## src/rtl/mp4_tag_sram_if.sv

```systemverilog
// Port bundle for mp4_tag_sram: read/write port 0, read-only port 1 and the ready flag.
interface mp4_tag_sram_if #(
    parameter int DATA_WIDTH = 23,
    parameter int ADDR_WIDTH = 4,
    parameter int NUM_WMASKS = 3
);
    logic                  csb0;
    logic                  web0;
    logic [NUM_WMASKS-1:0] wmask0;
    logic [ADDR_WIDTH-1:0] addr0;
    logic [DATA_WIDTH-1:0] din0;
    logic [DATA_WIDTH-1:0] dout0;
    logic                  csb1;
    logic [ADDR_WIDTH-1:0] addr1;
    logic [DATA_WIDTH-1:0] dout1;
    logic                  ready;

    modport master (
        output csb0, web0, wmask0, addr0, din0, csb1, addr1,
        input  dout0, dout1, ready
    );

    modport slave (
        input  csb0, web0, wmask0, addr0, din0, csb1, addr1,
        output dout0, dout1, ready
    );
endinterface

```

## src/rtl/mp4_tag_sram.sv

```systemverilog
// Behavioural 1RW + 1R SRAM for cache tag/valid/dirty arrays, with a reset-driven init sweep.
// Optional macro SRAM_BYPASS_EN: port 1 sees port 0's merged write data on a same-address collision.
module mp4_tag_sram #(
    parameter int                    DATA_WIDTH = 23,
    parameter int                    ADDR_WIDTH = 4,
    parameter int                    WMASK_GRAN = 8,
    parameter logic [DATA_WIDTH-1:0] INIT_VALUE = {DATA_WIDTH{1'b0}}
) (
    input logic           clk0,
    input logic           rst0,
    mp4_tag_sram_if.slave bus
);
    localparam int                    RAM_DEPTH  = 1 << ADDR_WIDTH;
    localparam int                    NUM_WMASKS = (DATA_WIDTH + WMASK_GRAN - 1) / WMASK_GRAN;
    localparam logic [ADDR_WIDTH-1:0] LAST_ADDR  = ADDR_WIDTH'(RAM_DEPTH - 1);

    typedef enum logic [0:0] {
        ST_INIT  = 1'b0,
        ST_READY = 1'b1
    } state_t;

    // Widen the per-group write mask into a per-bit mask; the last group may be partial.
    function automatic logic [DATA_WIDTH-1:0] expand_mask(input logic [NUM_WMASKS-1:0] m);
        logic [DATA_WIDTH-1:0] b;
        b = {DATA_WIDTH{1'b0}};
        for (int i = 0; i < DATA_WIDTH; i++) begin
            b[i] = m[i / WMASK_GRAN];
        end
        return b;
    endfunction

    function automatic logic [DATA_WIDTH-1:0] merge_word(input logic [DATA_WIDTH-1:0] old_w,
                                                         input logic [DATA_WIDTH-1:0] new_w,
                                                         input logic [DATA_WIDTH-1:0] bmask);
        return (old_w & ~bmask) | (new_w & bmask);
    endfunction

    state_t                state_r;
    logic [ADDR_WIDTH-1:0] cnt_r;
    logic                  ready_r;
    logic [DATA_WIDTH-1:0] dout0_r;
    logic [DATA_WIDTH-1:0] dout1_r;
    logic [DATA_WIDTH-1:0] mem_r [RAM_DEPTH];

    logic                  p0_rd_s;
    logic                  p0_wr_s;
    logic                  p1_rd_s;
    logic [DATA_WIDTH-1:0] bit_mask_s;
    logic [DATA_WIDTH-1:0] merged_s;
    logic [DATA_WIDTH-1:0] rd1_data_s;
    logic                  mem_we_s;
    logic [ADDR_WIDTH-1:0] mem_waddr_s;
    logic [DATA_WIDTH-1:0] mem_wdata_s;

    assign bus.dout0 = dout0_r;
    assign bus.dout1 = dout1_r;
    assign bus.ready = ready_r;

    // Decode port requests; nothing is accepted until the sweep has finished.
    always_comb begin
        p0_rd_s    = (state_r == ST_READY) && !bus.csb0 && bus.web0;
        p0_wr_s    = (state_r == ST_READY) && !bus.csb0 && !bus.web0;
        p1_rd_s    = (state_r == ST_READY) && !bus.csb1;
        bit_mask_s = expand_mask(bus.wmask0);
        merged_s   = merge_word(mem_r[bus.addr0], bus.din0, bit_mask_s);
    end

    // Port 1 read data, read-first unless bypass of a colliding write is enabled.
    always_comb begin
        rd1_data_s = mem_r[bus.addr1];
`ifdef SRAM_BYPASS_EN
        if (p0_wr_s && (bus.addr0 == bus.addr1)) begin
            rd1_data_s = merged_s;
        end else begin
            rd1_data_s = mem_r[bus.addr1];
        end
`else
        rd1_data_s = mem_r[bus.addr1];
`endif
    end

    // Select the single array write source: init sweep or masked port 0 write.
    always_comb begin
        mem_we_s    = 1'b0;
        mem_waddr_s = cnt_r;
        mem_wdata_s = INIT_VALUE;
        if (state_r == ST_INIT) begin
            mem_we_s    = 1'b1;
            mem_waddr_s = cnt_r;
            mem_wdata_s = INIT_VALUE;
        end else if (p0_wr_s) begin
            mem_we_s    = 1'b1;
            mem_waddr_s = bus.addr0;
            mem_wdata_s = merged_s;
        end else begin
            mem_we_s    = 1'b0;
        end
    end

    // Storage array; every entry is rewritten by the sweep, so it needs no reset.
    always_ff @(posedge clk0) begin
        if (mem_we_s) begin
            mem_r[mem_waddr_s] <= mem_wdata_s;
        end
    end

    // Init/ready FSM with registered read outputs.
    always_ff @(posedge clk0 or posedge rst0) begin
        if (rst0) begin
            state_r <= ST_INIT;
            cnt_r   <= {ADDR_WIDTH{1'b0}};
            ready_r <= 1'b0;
            dout0_r <= {DATA_WIDTH{1'b0}};
            dout1_r <= {DATA_WIDTH{1'b0}};
        end else begin
            case (state_r)
                ST_INIT: begin
                    cnt_r <= cnt_r + ADDR_WIDTH'(1);
                    if (cnt_r == LAST_ADDR) begin
                        state_r <= ST_READY;
                        ready_r <= 1'b1;
                    end else begin
                        state_r <= ST_INIT;
                        ready_r <= 1'b0;
                    end
                end
                ST_READY: begin
                    if (p0_rd_s) begin
                        dout0_r <= mem_r[bus.addr0];
                    end
                    if (p1_rd_s) begin
                        dout1_r <= rd1_data_s;
                    end
                end
                default: begin
                    state_r <= ST_INIT;
                    cnt_r   <= {ADDR_WIDTH{1'b0}};
                    ready_r <= 1'b0;
                end
            endcase
        end
    end
endmodule

```

## src/flat_wrapper.sv

```systemverilog
// flat-port wrapper written by rule: the top's interface ports become plain ports
module mp4_tag_sram_flat 
#(
    parameter int                    DATA_WIDTH = 23,
    parameter int                    ADDR_WIDTH = 4,
    parameter int                    WMASK_GRAN = 8,
    parameter logic [DATA_WIDTH-1:0] INIT_VALUE = {DATA_WIDTH{1'b0}}
)
  (clk0, rst0, bus_csb0, bus_web0, bus_wmask0, bus_addr0, bus_din0, bus_csb1, bus_addr1, bus_dout0, bus_dout1, bus_ready);
  mp4_tag_sram_if #(.DATA_WIDTH(DATA_WIDTH), .ADDR_WIDTH(ADDR_WIDTH)) bus_i ();
  input logic clk0;
  input logic rst0;
  input wire logic [$bits(bus_i.csb0)-1:0] bus_csb0;
  input wire logic [$bits(bus_i.web0)-1:0] bus_web0;
  input wire logic [$bits(bus_i.wmask0)-1:0] bus_wmask0;
  input wire logic [$bits(bus_i.addr0)-1:0] bus_addr0;
  input wire logic [$bits(bus_i.din0)-1:0] bus_din0;
  input wire logic [$bits(bus_i.csb1)-1:0] bus_csb1;
  input wire logic [$bits(bus_i.addr1)-1:0] bus_addr1;
  output wire logic [$bits(bus_i.dout0)-1:0] bus_dout0;
  output wire logic [$bits(bus_i.dout1)-1:0] bus_dout1;
  output wire logic [$bits(bus_i.ready)-1:0] bus_ready;
  assign bus_i.csb0 = bus_csb0;
  assign bus_i.web0 = bus_web0;
  assign bus_i.wmask0 = bus_wmask0;
  assign bus_i.addr0 = bus_addr0;
  assign bus_i.din0 = bus_din0;
  assign bus_i.csb1 = bus_csb1;
  assign bus_i.addr1 = bus_addr1;
  assign bus_dout0 = bus_i.dout0;
  assign bus_dout1 = bus_i.dout1;
  assign bus_ready = bus_i.ready;
  mp4_tag_sram #(.DATA_WIDTH(DATA_WIDTH), .ADDR_WIDTH(ADDR_WIDTH), .WMASK_GRAN(WMASK_GRAN), .INIT_VALUE(INIT_VALUE)) u_core (.clk0(clk0), .rst0(rst0), .bus(bus_i));
endmodule
```

## config.mk

```make
export PLATFORM = sky130hd
export DESIGN_NAME = mp4_tag_sram_flat
export DESIGN_NICKNAME = d
export VERILOG_FILES = /design/src/rtl/mp4_tag_sram_if.sv /design/src/rtl/mp4_tag_sram.sv /design/src/flat_wrapper.sv
export SDC_FILE = /design/constraint.sdc
export NUM_CORES = 1
export LEC_CHECK = 0
export CORE_UTILIZATION = 66
export DETAILED_ROUTE_END_ITERATION = 8
export MAX_ROUTING_LAYER = met4
export PLACE_DENSITY = 0.86
export REMOVE_ABC_BUFFERS = 1
export SETUP_SLACK_MARGIN = 0.1
export SYNTH_ARGS = -nofsm -noshare
export SYNTH_HDL_FRONTEND = slang
export SYNTH_SLANG_ARGS = --single-unit
```

## constraint.sdc

```tcl
create_clock -name clk0 -period 5.8 [get_ports clk0]
set_input_delay 1.16 -clock clk0 [delete_from_list [all_inputs] [get_ports clk0]]
set_output_delay 1.16 -clock clk0 [all_outputs]
set_load 0.05 [all_outputs]
```

==> out/summary.txt <==
Primary FF master, synth = edfxtp_1
Clock-pin transition on the worst setup and hold timing paths = 60 ps
HP Class = reg2reg
Die height = 174 µm
Maximum clock frequency = 257 MHz
Unique masters post-synth = 36
Mapped Cells = 1293
Clock sinks = 420
Die width = 174 µm
Hold Fails Final Rpt = 0
Routed WL = 56100 µm
Grt total ovfl = 0
Tot Pwr = 0.00709 W
Slew @ Worst Pin = 1140 ps
Final period utilization = 67.1%
Post-layout min period = 3890 ps
I/O Pins = 86
Clk_lat worst skew = 540 ps
Flop and latch count out of synthesis = 420
Post-synthesis cell area = 19600 µm²
Post_cts resized = 0
Initial DRC Count = 2245
Row count = 62
Ys async rst share = 12.4%
Final Skew = 13.7 ps
Clock root buffer = clkbuf_16
Critical path class = in2reg
Status = complete, no violations
Max-slew violation count = 0
Synth area leader = edfxtp_1
Layout cells sized above 1 = 21.5%
Wirelength per Cell = 31.3 µm
CP arrival = 4120 ps
Post-detail-place hpwl = 32600 µm
Via count = 13200
Num CTS Buffers = 42
Final nets = 1412
Cts hold-fix bufs = 0
Residual DRC = 0
Post-DP Area = 20900 µm²
Critical Path Sink Type = flop
VDD IR max = 0.000255 V
Initial antenna violation count = 0
Most frequent cell after synthesis = edfxtp_1
Final hold slack = 495 ps
Area Overhead vs Synth = 14.0%
CTS tree = built
Pleak = 8.02 nW
Critical path peak fanout = 16
Final antenna-violating net count = 0
Power Dens Cells = 317 nW/µm²
Starting Density = 67.8%
Sequential fraction of the synthesis area = 63.0%
Setup TNS Final = 0 ps
Utilization after layout = 77.3%
Final setup fails = 0
Relative slew slack = 24.2%
Max Root-Sink Buffers = 3
Synth top area cells = edfxtp_1 (56%), mux2i_1 (9.4%), dfrtp_1 (6.6%)
Yosys top cell area share = 56.3%
Synth warn = 0
Total Die Area = 30400 µm²
GP Congestion = 0.873
H-tree levels = 2
Via/cell ratio = 7.40
Pin count of the biggest net entering global routing = 105
Critical Path RT = 6030 ps
Post-synth EDFFs = 368
Core area = 28900 µm²
RSZ-0062 raised after global routing = no
Max Cap Viol = 0
Postcts setup bufs = 0
Total track usage = 38.8%
Final instance area = 22400 µm²
First-pass GRT wire length = 83900 µm
Post-synth top cells = edfxtp_1 (368), mux2i_1 (184), mux2_2 (115)
TritonRoute pass-1 iters = 6
Number of port buffers = 85
Vias in the first global route = 13700
Antenna Diode Count = 0
Syn Area/Cell = 15.2 µm²
CP startpoint kind = primary input
## layer usage
layer | global-route usage, % | vias to the layer above | part of all wire [%]
li1 | - | 5344 | -
met2 | 59.0 | 1146 | 47
met3 | 8.53 | 223 | 13
met5 | - | - | 0
met4 | 19.7 | 0 | 5.0
met1 | 49.5 | 6535 | 35
## final cells by class
| type | instances | area, µm² |
|---|---|---|
| Sequential cell | 420 | 12400 |
| Multi-Input combinational cell | 768 | 6810 |
| Fill cell | 1562 | 6570 |
| Timing Repair Buffer | 132 | 1260 |
| Clock buffer | 57 | 1200 |
| Tap cell | 384 | 480 |
| Clock inverter | 21 | 228 |
| Inverter | 8 | 30.0 |
## sequential cells by signal, summed over array words and instances, names as in the netlist
name and flops:
u_core.state_r 1, u_core.cnt_r 4, u_core.bus.ready 1, u_core.bus.dout1 23, u_core.mem_r 368, u_core.bus.dout0 23
## critical path, cell delays in order
cell and delay [ps]:
clkdlybuf4s50_1 470, nor3b_4 850, buf_4 360, a32oi_1 280
nor2_2 650, buf_4 340
## stage by stage
step | setup WS, ps | std cells
2_1_floorplan | 1780 | 1196
3_3_place_gp | 1570 | 1712
3_5_place_dp | 1470 | 1712
4_1_cts | 1960 | 1790
5_1_grt | 1860 | 1790
6_report | 1910 | 1790
## cell usage in the layout, fill, tap and decap left out, types with 2 or more instances in the layout
cell type        netlist  final
nand2b_2               0      2
nor2b_1                4      2
a22oi_1               69     69
a32oi_1                4      4
o211ai_1              23     23
mux4_2                46     46
nand2b_1              27     25
dfrtp_1               52     52
clkbuf_8               0      3
nand3_1               25     25
buf_4                  2     42
mux2_2               115    115
nor2b_4                0      2
clkbuf_16              0     45
xnor2_1                3      3
nor3b_1                2      2
nand2_1               72     72
o211a_1               23     23
o21ai_0               45     45
nor2_2                 0     15
buf_12                 0      5
nor2_1                22      5
bufinv_16              0      5
buf_2                 34      2
edfxtp_1             368    368
mux2i_1              184    184
inv_1                  6      5
o22ai_1               68     68
a31oi_1                4      4
clkinv_2               0     11
clkbuf_1              44      9
nand4_1               23     23
clkdlybuf4s50_1        0     81
nor2_4                 0      2
clkinv_1               2      6
## power by group
group          switching, W  leakage [nW]  internal [W]
clock network       0.00114         0.707       0.00168
logic              0.000559          3.33      0.000311
registers         0.0000429          3.99       0.00336
## worst paths after layout
kind / from / to / slack (ps) / depth (start not counted)
setup / recovery: bus_csb0 / u_core.mem_r[4][3] / 1910 / 6
hold / removal: u_core.bus.ready / u_core.bus.ready / 490 / 2
setup reg to reg: u_core.state_r / u_core.mem_r[4][3] / 2380 / 5
hold reg to reg: u_core.bus.ready / u_core.bus.ready / 490 / 2
max in group asynchronous: rst0 / u_core.bus.dout1[21] / 4050 / 3
min in group asynchronous: rst0 / u_core.bus.dout1[12] / 1200 / 3
## cells by family after synthesis
group	synth area share, %
compound gates	8.42
xor+xnor	0.134
fa+ha+maj	0.0638
buf+inv	2.72
flops	63.0
mux	21.3
simple gates	4.43
Note: power is estimated with default switching activity, not from simulation.
